## src/rtl/sprite_scan_ctrl.sv

```systemverilog
// Sprite scan controller: raster counters, bounce motion FSM and sprite ROM read sequencing.
// Latency: rom_addr_o/rom_en_o one cen after the counters, pix_valid_o a further ROM_LAT cen.
// Backpressure: none; all state advances only when cen_i=1 and holds otherwise.
module sprite_scan_ctrl #(
  parameter int SPR_W   = 160,
  parameter int SPR_H   = 120,
  parameter int SCR_W   = 1920,
  parameter int SCR_H   = 1080,
  parameter int STEP    = 2,
  parameter int ROM_LAT = 1,
  parameter int ADDR_W  = 15
) (
  input  logic              clk_i,
  input  logic              rst_i,
  input  logic              cen_i,
  input  logic [1:0]        vh_blank_i,
  input  logic              move_en_i,
  output logic [ADDR_W-1:0] rom_addr_o,
  output logic              rom_en_o,
  output logic              pix_valid_o,
  output logic [11:0]       pos_x_o,
  output logic [11:0]       pos_y_o,
  output logic [11:0]       hcount_o,
  output logic [11:0]       vcount_o,
  output logic              frame_tick_o
);

  localparam logic [11:0] POS_X0  = 12'((SCR_W - SPR_W) / 2);
  localparam logic [11:0] POS_Y0  = 12'((SCR_H - SPR_H) / 2);
  localparam logic [11:0] LIM_X   = 12'(SCR_W - SPR_W);
  localparam logic [11:0] LIM_Y   = 12'(SCR_H - SPR_H);
  localparam logic [12:0] LIM_X13 = 13'(SCR_W - SPR_W);
  localparam logic [12:0] LIM_Y13 = 13'(SCR_H - SPR_H);
  localparam logic [12:0] SPR_W13 = 13'(SPR_W);
  localparam logic [12:0] SPR_H13 = 13'(SPR_H);
  localparam logic [12:0] STEP13  = 13'(STEP);
  localparam logic [11:0] STEP12  = 12'(STEP);
  localparam logic [ADDR_W-1:0] ROW_INC = ADDR_W'(SPR_W);

  typedef enum logic [1:0] {
    ST_SYNC   = 2'd0,
    ST_ACTIVE = 2'd1,
    ST_UPDATE = 2'd2,
    ST_BLANK  = 2'd3
  } state_t;

  state_t state, state_nxt;

  logic hb, vb, hb_q, vb_q;
  logic h_rise, h_fall, v_rise, v_fall;
  logic in_x, in_y, inwin;
  logic [ADDR_W-1:0] row_base;
  logic dir_x_neg, dir_y_neg, dir_x_neg_nxt, dir_y_neg_nxt;
  logic [11:0] pos_x_nxt, pos_y_nxt;
  logic [ROM_LAT-1:0] pv_sr;

  assign hb     = vh_blank_i[0];
  assign vb     = vh_blank_i[1];
  assign h_rise = hb & ~hb_q;
  assign h_fall = ~hb & hb_q;
  assign v_rise = vb & ~vb_q;
  assign v_fall = ~vb & vb_q;

  // Sprite window test; upper bounds are summed at 13 bits so they cannot wrap.
  assign in_x  = (hcount_o >= pos_x_o) && ({1'b0, hcount_o} < ({1'b0, pos_x_o} + SPR_W13));
  assign in_y  = (vcount_o >= pos_y_o) && ({1'b0, vcount_o} < ({1'b0, pos_y_o} + SPR_H13));
  assign inwin = (state == ST_ACTIVE) && !hb && !vb && in_x && in_y;

  assign pix_valid_o = pv_sr[ROM_LAT-1];

  // Blank edge history plus pixel/line counters and the incremental row base.
  always_ff @(posedge clk_i) begin
    if (rst_i) begin
      hb_q     <= 1'b0;
      vb_q     <= 1'b0;
      hcount_o <= '0;
      vcount_o <= '0;
      row_base <= '0;
    end else if (cen_i) begin
      hb_q <= hb;
      vb_q <= vb;
      if (h_fall)   hcount_o <= '0;
      else if (!hb) hcount_o <= hcount_o + 12'd1;
      if (v_fall)              vcount_o <= '0;
      else if (h_rise && !vb)  vcount_o <= vcount_o + 12'd1;
      if (v_fall)              row_base <= '0;
      else if (h_rise && in_y) row_base <= row_base + ROW_INC;
    end
  end

  // FSM state register.
  always_ff @(posedge clk_i) begin
    if (rst_i)      state <= ST_SYNC;
    else if (cen_i) state <= state_nxt;
  end

  // FSM next state; the frame tick is high for the single cen cycle spent in UPDATE.
  always_comb begin
    state_nxt    = state;
    frame_tick_o = 1'b0;
    case (state)
      ST_SYNC:   if (v_fall) state_nxt = ST_ACTIVE;
      ST_ACTIVE: if (v_rise) state_nxt = ST_UPDATE;
      ST_UPDATE: begin
        frame_tick_o = 1'b1;
        state_nxt    = ST_BLANK;
      end
      ST_BLANK:  if (v_fall) state_nxt = ST_ACTIVE;
      default:   state_nxt = ST_SYNC;
    endcase
  end

  // Bounce motion candidate: clamp to the exact edge and reverse direction there.
  always_comb begin
    pos_x_nxt     = pos_x_o;
    dir_x_neg_nxt = dir_x_neg;
    pos_y_nxt     = pos_y_o;
    dir_y_neg_nxt = dir_y_neg;
    if (!dir_x_neg) begin
      if (({1'b0, pos_x_o} + STEP13) >= LIM_X13) begin
        pos_x_nxt     = LIM_X;
        dir_x_neg_nxt = 1'b1;
      end else begin
        pos_x_nxt = pos_x_o + STEP12;
      end
    end else begin
      if (pos_x_o <= STEP12) begin
        pos_x_nxt     = '0;
        dir_x_neg_nxt = 1'b0;
      end else begin
        pos_x_nxt = pos_x_o - STEP12;
      end
    end
    if (!dir_y_neg) begin
      if (({1'b0, pos_y_o} + STEP13) >= LIM_Y13) begin
        pos_y_nxt     = LIM_Y;
        dir_y_neg_nxt = 1'b1;
      end else begin
        pos_y_nxt = pos_y_o + STEP12;
      end
    end else begin
      if (pos_y_o <= STEP12) begin
        pos_y_nxt     = '0;
        dir_y_neg_nxt = 1'b0;
      end else begin
        pos_y_nxt = pos_y_o - STEP12;
      end
    end
  end

  // Position only changes in UPDATE, which sits inside vertical blank, so no tearing.
  always_ff @(posedge clk_i) begin
    if (rst_i) begin
      pos_x_o   <= POS_X0;
      pos_y_o   <= POS_Y0;
      dir_x_neg <= 1'b0;
      dir_y_neg <= 1'b0;
    end else if (cen_i && (state == ST_UPDATE) && move_en_i) begin
      pos_x_o   <= pos_x_nxt;
      pos_y_o   <= pos_y_nxt;
      dir_x_neg <= dir_x_neg_nxt;
      dir_y_neg <= dir_y_neg_nxt;
    end
  end

  // ROM request stage: address is row base plus column offset inside the sprite.
  always_ff @(posedge clk_i) begin
    if (rst_i) begin
      rom_en_o   <= 1'b0;
      rom_addr_o <= '0;
    end else if (cen_i) begin
      rom_en_o   <= inwin;
      rom_addr_o <= inwin ? (row_base + ADDR_W'(hcount_o - pos_x_o)) : '0;
    end
  end

  // Delay rom_en_o by the ROM read latency so pix_valid_o lines up with ROM data.
  always_ff @(posedge clk_i) begin
    if (rst_i)      pv_sr <= '0;
    else if (cen_i) pv_sr <= (pv_sr << 1) | ROM_LAT'(rom_en_o);
  end

endmodule

```

## config.mk

```make
export PLATFORM = sky130hd
export DESIGN_NAME = sprite_scan_ctrl
export DESIGN_NICKNAME = d
export VERILOG_FILES = /design/src/rtl/sprite_scan_ctrl.sv
export SDC_FILE = /design/constraint.sdc
export NUM_CORES = 1
export LEC_CHECK = 0
export CELL_PAD_IN_SITES_DETAIL_PLACEMENT = 0
export CELL_PAD_IN_SITES_GLOBAL_PLACEMENT = 1
export CORE_UTILIZATION = 46
export CTS_CLUSTER_SIZE = 8
export DETAILED_ROUTE_END_ITERATION = 7
export PLACE_DENSITY = 0.87
export SKIP_LAST_GASP = 1
export SYNTH_ARGS = -nofsm -noshare
export SYNTH_HDL_FRONTEND = slang
export SYNTH_SLANG_ARGS = --single-unit
```

## constraint.sdc

```tcl
create_clock -name clk_i -period 6.5 [get_ports clk_i]
set_clock_uncertainty 0.15 [all_clocks]
set_input_delay 0.975 -clock clk_i [delete_from_list [all_inputs] [get_ports clk_i]]
set_output_delay 0.975 -clock clk_i [all_outputs]
set_load 0.02 [all_outputs]
```

==> impl_metrics.tcl, run 1 <==
set metrics [dict create \
    p_leak_nw 2.84 \
    cp_top_family "compound AO/OA/AOI/OAI gates" \
    die_h_um 118 \
    grt.total_usage_pct 25.0 \
    insertion_delay_ps 350 \
    crit_cells 11 \
    clkTransAtPathRegs_ps 60 \
    overflow 0 \
    drv_slew 0 \
    hold_class "flip-flop to flip-flop" \
    relSlewSlack_pct 52.2 \
    path_class "flip-flop to flip-flop" \
    first_iter_violations 395 \
    cts_root_buf "clkbuf_16" \
    dr.pass1.iters 5 \
    area_growth_pct 16.5 \
    min_from "rom_addr_o[14]$_SDFFE_PP0P_" \
    ys_top_cells_by_area "dfxtp_1 (25%), ha_1 (13%), xnor2_1 (4.8%)" \
    finalCriticalPeriod_ps 4210 \
    hold_viol 0 \
    tritoncts "done" \
    cap_violations 0 \
    initial_core_util_pct 47.0 \
    synth-edff-count 0 \
    n_antenna_cell 0 \
    ir_drop_v 0.000129 \
    synth_seq_cells 79 \
    place_congestion 0.945 \
    clockBufferDepth 2 \
    rr_startpoint "pos_y_o[7]$_SDFFE_PP1P_" \
    startpoint "pos_y_o[7]$_SDFFE_PP1P_" \
    syn_avg_cell_area_um2 7.94 \
    ys.flop_type "dfxtp_1" \
    dieArea_um2 14000 \
    grt_pass1_vias 5688 \
    rsz0062_at_grt "no" \
    drc 0 \
    ys_seq_area_share_pct 25.4 \
    io_pins 72 \
    critPathMaxFanout 16 \
    core_um2 13200 \
    max_stage_delay_ps 660 \
    layout.nets 905 \
    routedWlPerCell_um 16.8 \
    dr_total_vias 6089 \
    fin_tns_setup_ps 0 \
    cts_buffers 9 \
    syn_area_um2 6230 \
    htree_levels 3 \
    die_w_um 118 \
    grt_max_degree 59 \
    synth_cells 785 \
    io_buffers 69 \
    required_ps 6580 \
    rows 42 \
    post-route-period-util_pct 64.8 \
    endpoint_kind "flip-flop" \
    grt_pass1_wl_um 28500 \
    r2r_cells 11 \
    p_per_area_nw_per_um2 165 \
    crit_buf_inv 0 \
    viasPerCell 6.00 \
    post-cts-setup-buffers 0 \
    antenna_found_initial 0 \
    fmaxAchievable_mhz 238 \
    postCtsHoldBufs 0 \
    synth.distinct_cells 84 \
    status "complete, no violations" \
    min_path_cells 2 \
    drive_above_1_share_pct 4.53 \
    crit_slowest_cell "dfxtp_1" \
    yosysTopAreaCell "dfxtp_1" \
    routed_wl_um 17100 \
    postLayoutCoreUtil_pct 54.8 \
    cts_resized 0 \
    final_antenna_net_count 0 \
    setup_violations 0 \
    worst_pin_slew_ps 715 \
    cp.arrival_ps 4290 \
    crit_path_cell_trace "o21ai_0, or3_1, xnor2_1, ha_1, a21o_1, a211o_1, nor4_1, o221a_2, o211a_1, nand3_1, o311ai_0" \
    critPathLaunchType "flip-flop" \
    async_reset_ff_share_pct 0 \
    clkSinkCount 79 \
    synth_commonest_cells "dfxtp_1 (79), nor2_1 (79), ha_1 (64)" \
    yosys_warnings 0 \
    dp_hpwl_um 12600 \
    netlist.area_leader.share_pct 25.4 \
]
## metrics by stage
step                worst slack [ps]  area [um^2]  hold slack [ps]  instances  total power, W
floorplan                       2700         6240              330        787        0.000603
global placement                2340         6930              320        999        0.000635
detailed placement              2330         6930              331        999        0.000638
CTS                             2240         7260              341       1015         0.00120
global route                    1950         7260              371       1015         0.00124
finish                          2290         7260              338       1015         0.00120
## worst paths after layout
kind                                                    end  slack [ps]
worst max-delay path            rom_addr_o[12]$_SDFFE_PP0P_        2290
worst min-delay path            rom_addr_o[14]$_SDFFE_PP0P_         340
worst max register to register  rom_addr_o[12]$_SDFFE_PP0P_        2290
worst min register to register  rom_addr_o[14]$_SDFFE_PP0P_         340
## cell usage in the layout (no fill, tap or decap), drive strengths merged, types with 5 or more instances in the layout
cell and n:
nor2 79, dfxtp 79, clkdlybuf4s50 68, ha 64, a21oi 58, o21ai 52
nand2 49, inv 44, xnor2 34, nand3 27, xor2 21, nand4 20
nor3 18, or3 14, a22oi 13, and3 12, clkbuf 11, a31oi 10
o211ai 10, a211oi 9, a21o 9, o22ai 8, and2 8, mux2i 7
o21a 7, nand2b 6, nor4 6, a221oi 6, or4 6, nor2b 5
o31ai 5
## registers in the layout, indices dropped and copies added (netlist names), 2 cells and up
signal	flops
rom_addr_o	15
hcount_o	12
vcount_o	12
pos_x_o	11
pos_y_o	11
row_base	10
state	2
## report_power, final
| part | internal, W | switching, W | total (W) |
|---|---|---|---|
| Sequential | 0.000491 | 0.0000129 | 0.000504 |
| Clock | 0.000347 | 0.000220 | 0.000567 |
| Combinational | 0.0000474 | 0.0000776 | 0.000125 |
| Total | 0.000886 | 0.000310 | 0.00120 |
## logic make-up after synthesis
kind of cell / share of synthesized area (%)
buffers and inverters: 6.39
flip-flops: 25.4
AO/OA/AOI/OAI: 24.3
other: 0.121
AND/OR/NAND/NOR: 21.6
adder cells (fa/ha/maj): 13.2
multiplexers: 1.31
XOR/XNOR: 7.73
## metal layers
metal	wire [um]	vias to the layer above	GRT usage, %
li1	-	2985	-
met1	7740	2834	32.1
met2	7810	223	40.7
met3	1010	47	4.25
met4	526	0	11.6
met5	0	-	0
## worst reg2reg max path, delay by kind of cell, from the launching register on
kind / cells / cell delay, ps
AO/OA/AOI/OAI: 6 / 1850
AND/OR/NAND/NOR: 3 / 1010
XOR/XNOR: 1 / 140
adder cells (fa/ha/maj): 1 / 300
flip-flops: 1 / 660
## layout make-up
cell class	count	area [um^2]
Clock inverter	5	81.3
Inverter	46	173
Fill cell	1250	5990
Multi-Input combinational cell	627	4260
Clock buffer	11	243
Sequential cell	79	1580
Tap cell	176	220
Timing Repair Buffer	71	701
No activity file was read; power rests on OpenSTA's default activity.
==> run 2, diff against run 1 <==
--- a/config.mk
+++ b/config.mk
@@ -7,10 +7,10 @@
 export LEC_CHECK = 0
 export CELL_PAD_IN_SITES_DETAIL_PLACEMENT = 0
 export CELL_PAD_IN_SITES_GLOBAL_PLACEMENT = 1
-export CORE_UTILIZATION = 46
+export CORE_UTILIZATION = 39
 export CTS_CLUSTER_SIZE = 8
 export DETAILED_ROUTE_END_ITERATION = 7
-export PLACE_DENSITY = 0.87
+export PLACE_DENSITY = 0.78
 export SKIP_LAST_GASP = 1
 export SYNTH_ARGS = -nofsm -noshare
 export SYNTH_HDL_FRONTEND = slang
==> constraint.sdc (replaced) <==
create_clock -name clk_i -period 3.69 [get_ports clk_i]
set_clock_uncertainty 0.15 [all_clocks]
set_input_delay 0.5535 -clock clk_i [delete_from_list [all_inputs] [get_ports clk_i]]
set_output_delay 0.5535 -clock clk_i [all_outputs]
set_load 0.02 [all_outputs]
==> impl_metrics.tcl, run 2 (synthesized netlist as in run 1, its figures left out) <==
set metrics [dict create \
    status "complete, no violations" \
    ir_drop_v 0.000200 \
    crit_cells 13 \
    grt_pass1_wl_um 29600 \
    critPathLaunchType "flip-flop" \
    fin_cells 1092 \
    pwr-share-seq_pct 41.6 \
    core_um2 15400 \
    die_h_um 128 \
    max_stage_delay_ps 520 \
    io_pins 72 \
    finalCriticalPeriod_ps 3540 \
    drc 0 \
    n_antenna_cell 0 \
    insertion_delay_ps 340 \
    hold_viol 0 \
    crit_buf_inv 1 \
    critPathMaxFanout 10 \
    grt_pass1_vias 5800 \
    regMostFlops "rom_addr_o" \
    routedWlPerCell_um 16.9 \
    min_path_cells 2 \
    clkTransAtPathRegs_ps 60 \
    register_area_um2 1580 \
    dr_total_vias 6238 \
    layout.nets 947 \
    rr_startpoint "pos_y_o[4]$_SDFFE_PP0P_" \
    min_from "rom_addr_o[14]$_SDFFE_PP0P_" \
    cp.arrival_ps 3660 \
    final_cell_mix "nor2_1 (79), dfxtp_1 (77), clkdlybuf4s50_1 (68)" \
    combinationalPowerShare_pct 11.8 \
    setup_violations 0 \
    drive_above_1_share_pct 10.6 \
    dieArea_um2 16500 \
    die_w_um 128 \
    post-route-period-util_pct 95.9 \
    crit_path_cell_trace "or3_4, o21ai_2, or3_1, xnor2_1, ha_1, a21o_1, a211o_1, nor4_2, buf_4, o21a_2, nand2_4, or4_1, a31oi_1" \
    clkSinkCount 79 \
    power_switching_w 0.000529 \
    area_growth_pct 23.4 \
    viasPerCell 5.71 \
    grt_max_degree 43 \
    final_antenna_net_count 0 \
    layout_commonest_cell "nor2_1" \
    dr.pass1.iters 5 \
    clockBufferDepth 2 \
    r2r_cells 13 \
    cap_violations 0 \
    worst_pin_slew_ps 663 \
    postCtsHoldBufs 0 \
    crit_path_end "row_base[14]$_SDFFE_PP0P_" \
    cts_root_buf "clkbuf_16" \
    antenna_found_initial 0 \
    p_per_area_nw_per_um2 276 \
    fmaxAchievable_mhz 282 \
    path_class "flip-flop to flip-flop" \
    tritoncts "done" \
    p_int_w 0.00159 \
    crit_slowest_cell "or4_1" \
    cp_top_family "simple AND/OR/NAND/NOR gates" \
    rrSetupSlack_ps 150 \
    p_clk_share_pct 46.5 \
    drv_slew 0 \
    finalHoldWorstSlack_ps 336 \
    relSlewSlack_pct 55.2 \
    hold_class "flip-flop to flip-flop" \
    startpoint "pos_y_o[4]$_SDFFE_PP0P_" \
    reg.largest.list "rom_addr_o (15), hcount_o (12), vcount_o (12)" \
    routed_wl_um 18500 \
    first_iter_violations 410 \
    final_area_um2 7680 \
    htree_levels 3 \
    dp_hpwl_um 13900 \
    place_inst 1075 \
    place_congestion 0.956 \
    place_area_um2 7290 \
    initial_core_util_pct 40.5 \
    fin_tns_setup_ps 0 \
    io_buffers 69 \
    fill_cells 1535 \
    overflow 0 \
    endpoint_kind "flip-flop" \
    sw_frac_of_total_pct 24.9 \
    rows 45 \
    finalPower_w 0.00212 \
    grt.total_usage_pct 22.8 \
    largest_reg_flops 15 \
    r2r-end "row_base[14]$_SDFFE_PP0P_" \
    p_leak_nw 3.07 \
    required_ps 3810 \
    multiInputGateArea_um2 4320 \
    cts_buffers 9 \
]
-- run 2: power groups by stage --
stage	registers [W]	logic (W)	clock network, W
2_1_floorplan	0.000907	0.000155	0
3_3_place_gp	0.000901	0.000239	0
3_5_place_dp	0.000902	0.000244	0
4_1_cts	0.000883	0.000246	0.00101
5_1_grt	0.000886	0.000276	0.00104
6_report	0.000884	0.000251	0.000988
-- run 2: worst min-delay path, cell delays in order, from the launching register on --
cell,delay [ps]
dfxtp_1,310
inv_1,50
o32ai_1,70
-- run 2: stage by stage --
stage                     setup slack, ps  util (%)
after floorplan                      31.2         -
after global placement               58.7      47.4
after detailed placement            -27.6      47.4
after CTS                           -16.9      49.5
after global routing                -35.2      50.0
final                                 150      50.0
-- run 2: layout make-up --
class                      instances  area share [%]
clock inverter                     3           0.847
sequential                        79            20.6
inverter                          46            2.25
timing repair buffer             113            13.3
clock buffer                      13            3.39
multi-input combinational        627            56.2
tap                              211            3.44
-- run 2: worst min path at each step --
stage	to	slack (ps)
after floorplan	row_base[8]$_SDFFE_PP0P_	330
after global placement	rom_addr_o[14]$_SDFFE_PP0P_	320
after detailed placement	rom_addr_o[14]$_SDFFE_PP0P_	330
after CTS	rom_addr_o[14]$_SDFFE_PP0P_	340
after global routing	rom_addr_o[13]$_SDFFE_PP0P_	370
final	rom_addr_o[14]$_SDFFE_PP0P_	340
-- run 2: routing by layer --
| layer | track usage [%] | wire length [um] |
|---|---|---|
| met1 | 31.1 | 8740 |
| met5 | 0 | 0 |
| met2 | 37.0 | 8500 |
| met4 | 8.17 | 317 |
| met3 | 2.79 | 955 |
-- run 2: what timing repair did --
item                                    CTS  global route
endpoints found under the setup margin    4            25
endpoints found under the hold margin     0             0
setup buffers                             0             1
resized for setup                         2            21
pin swaps                                 0             9
cloned                                    0             0
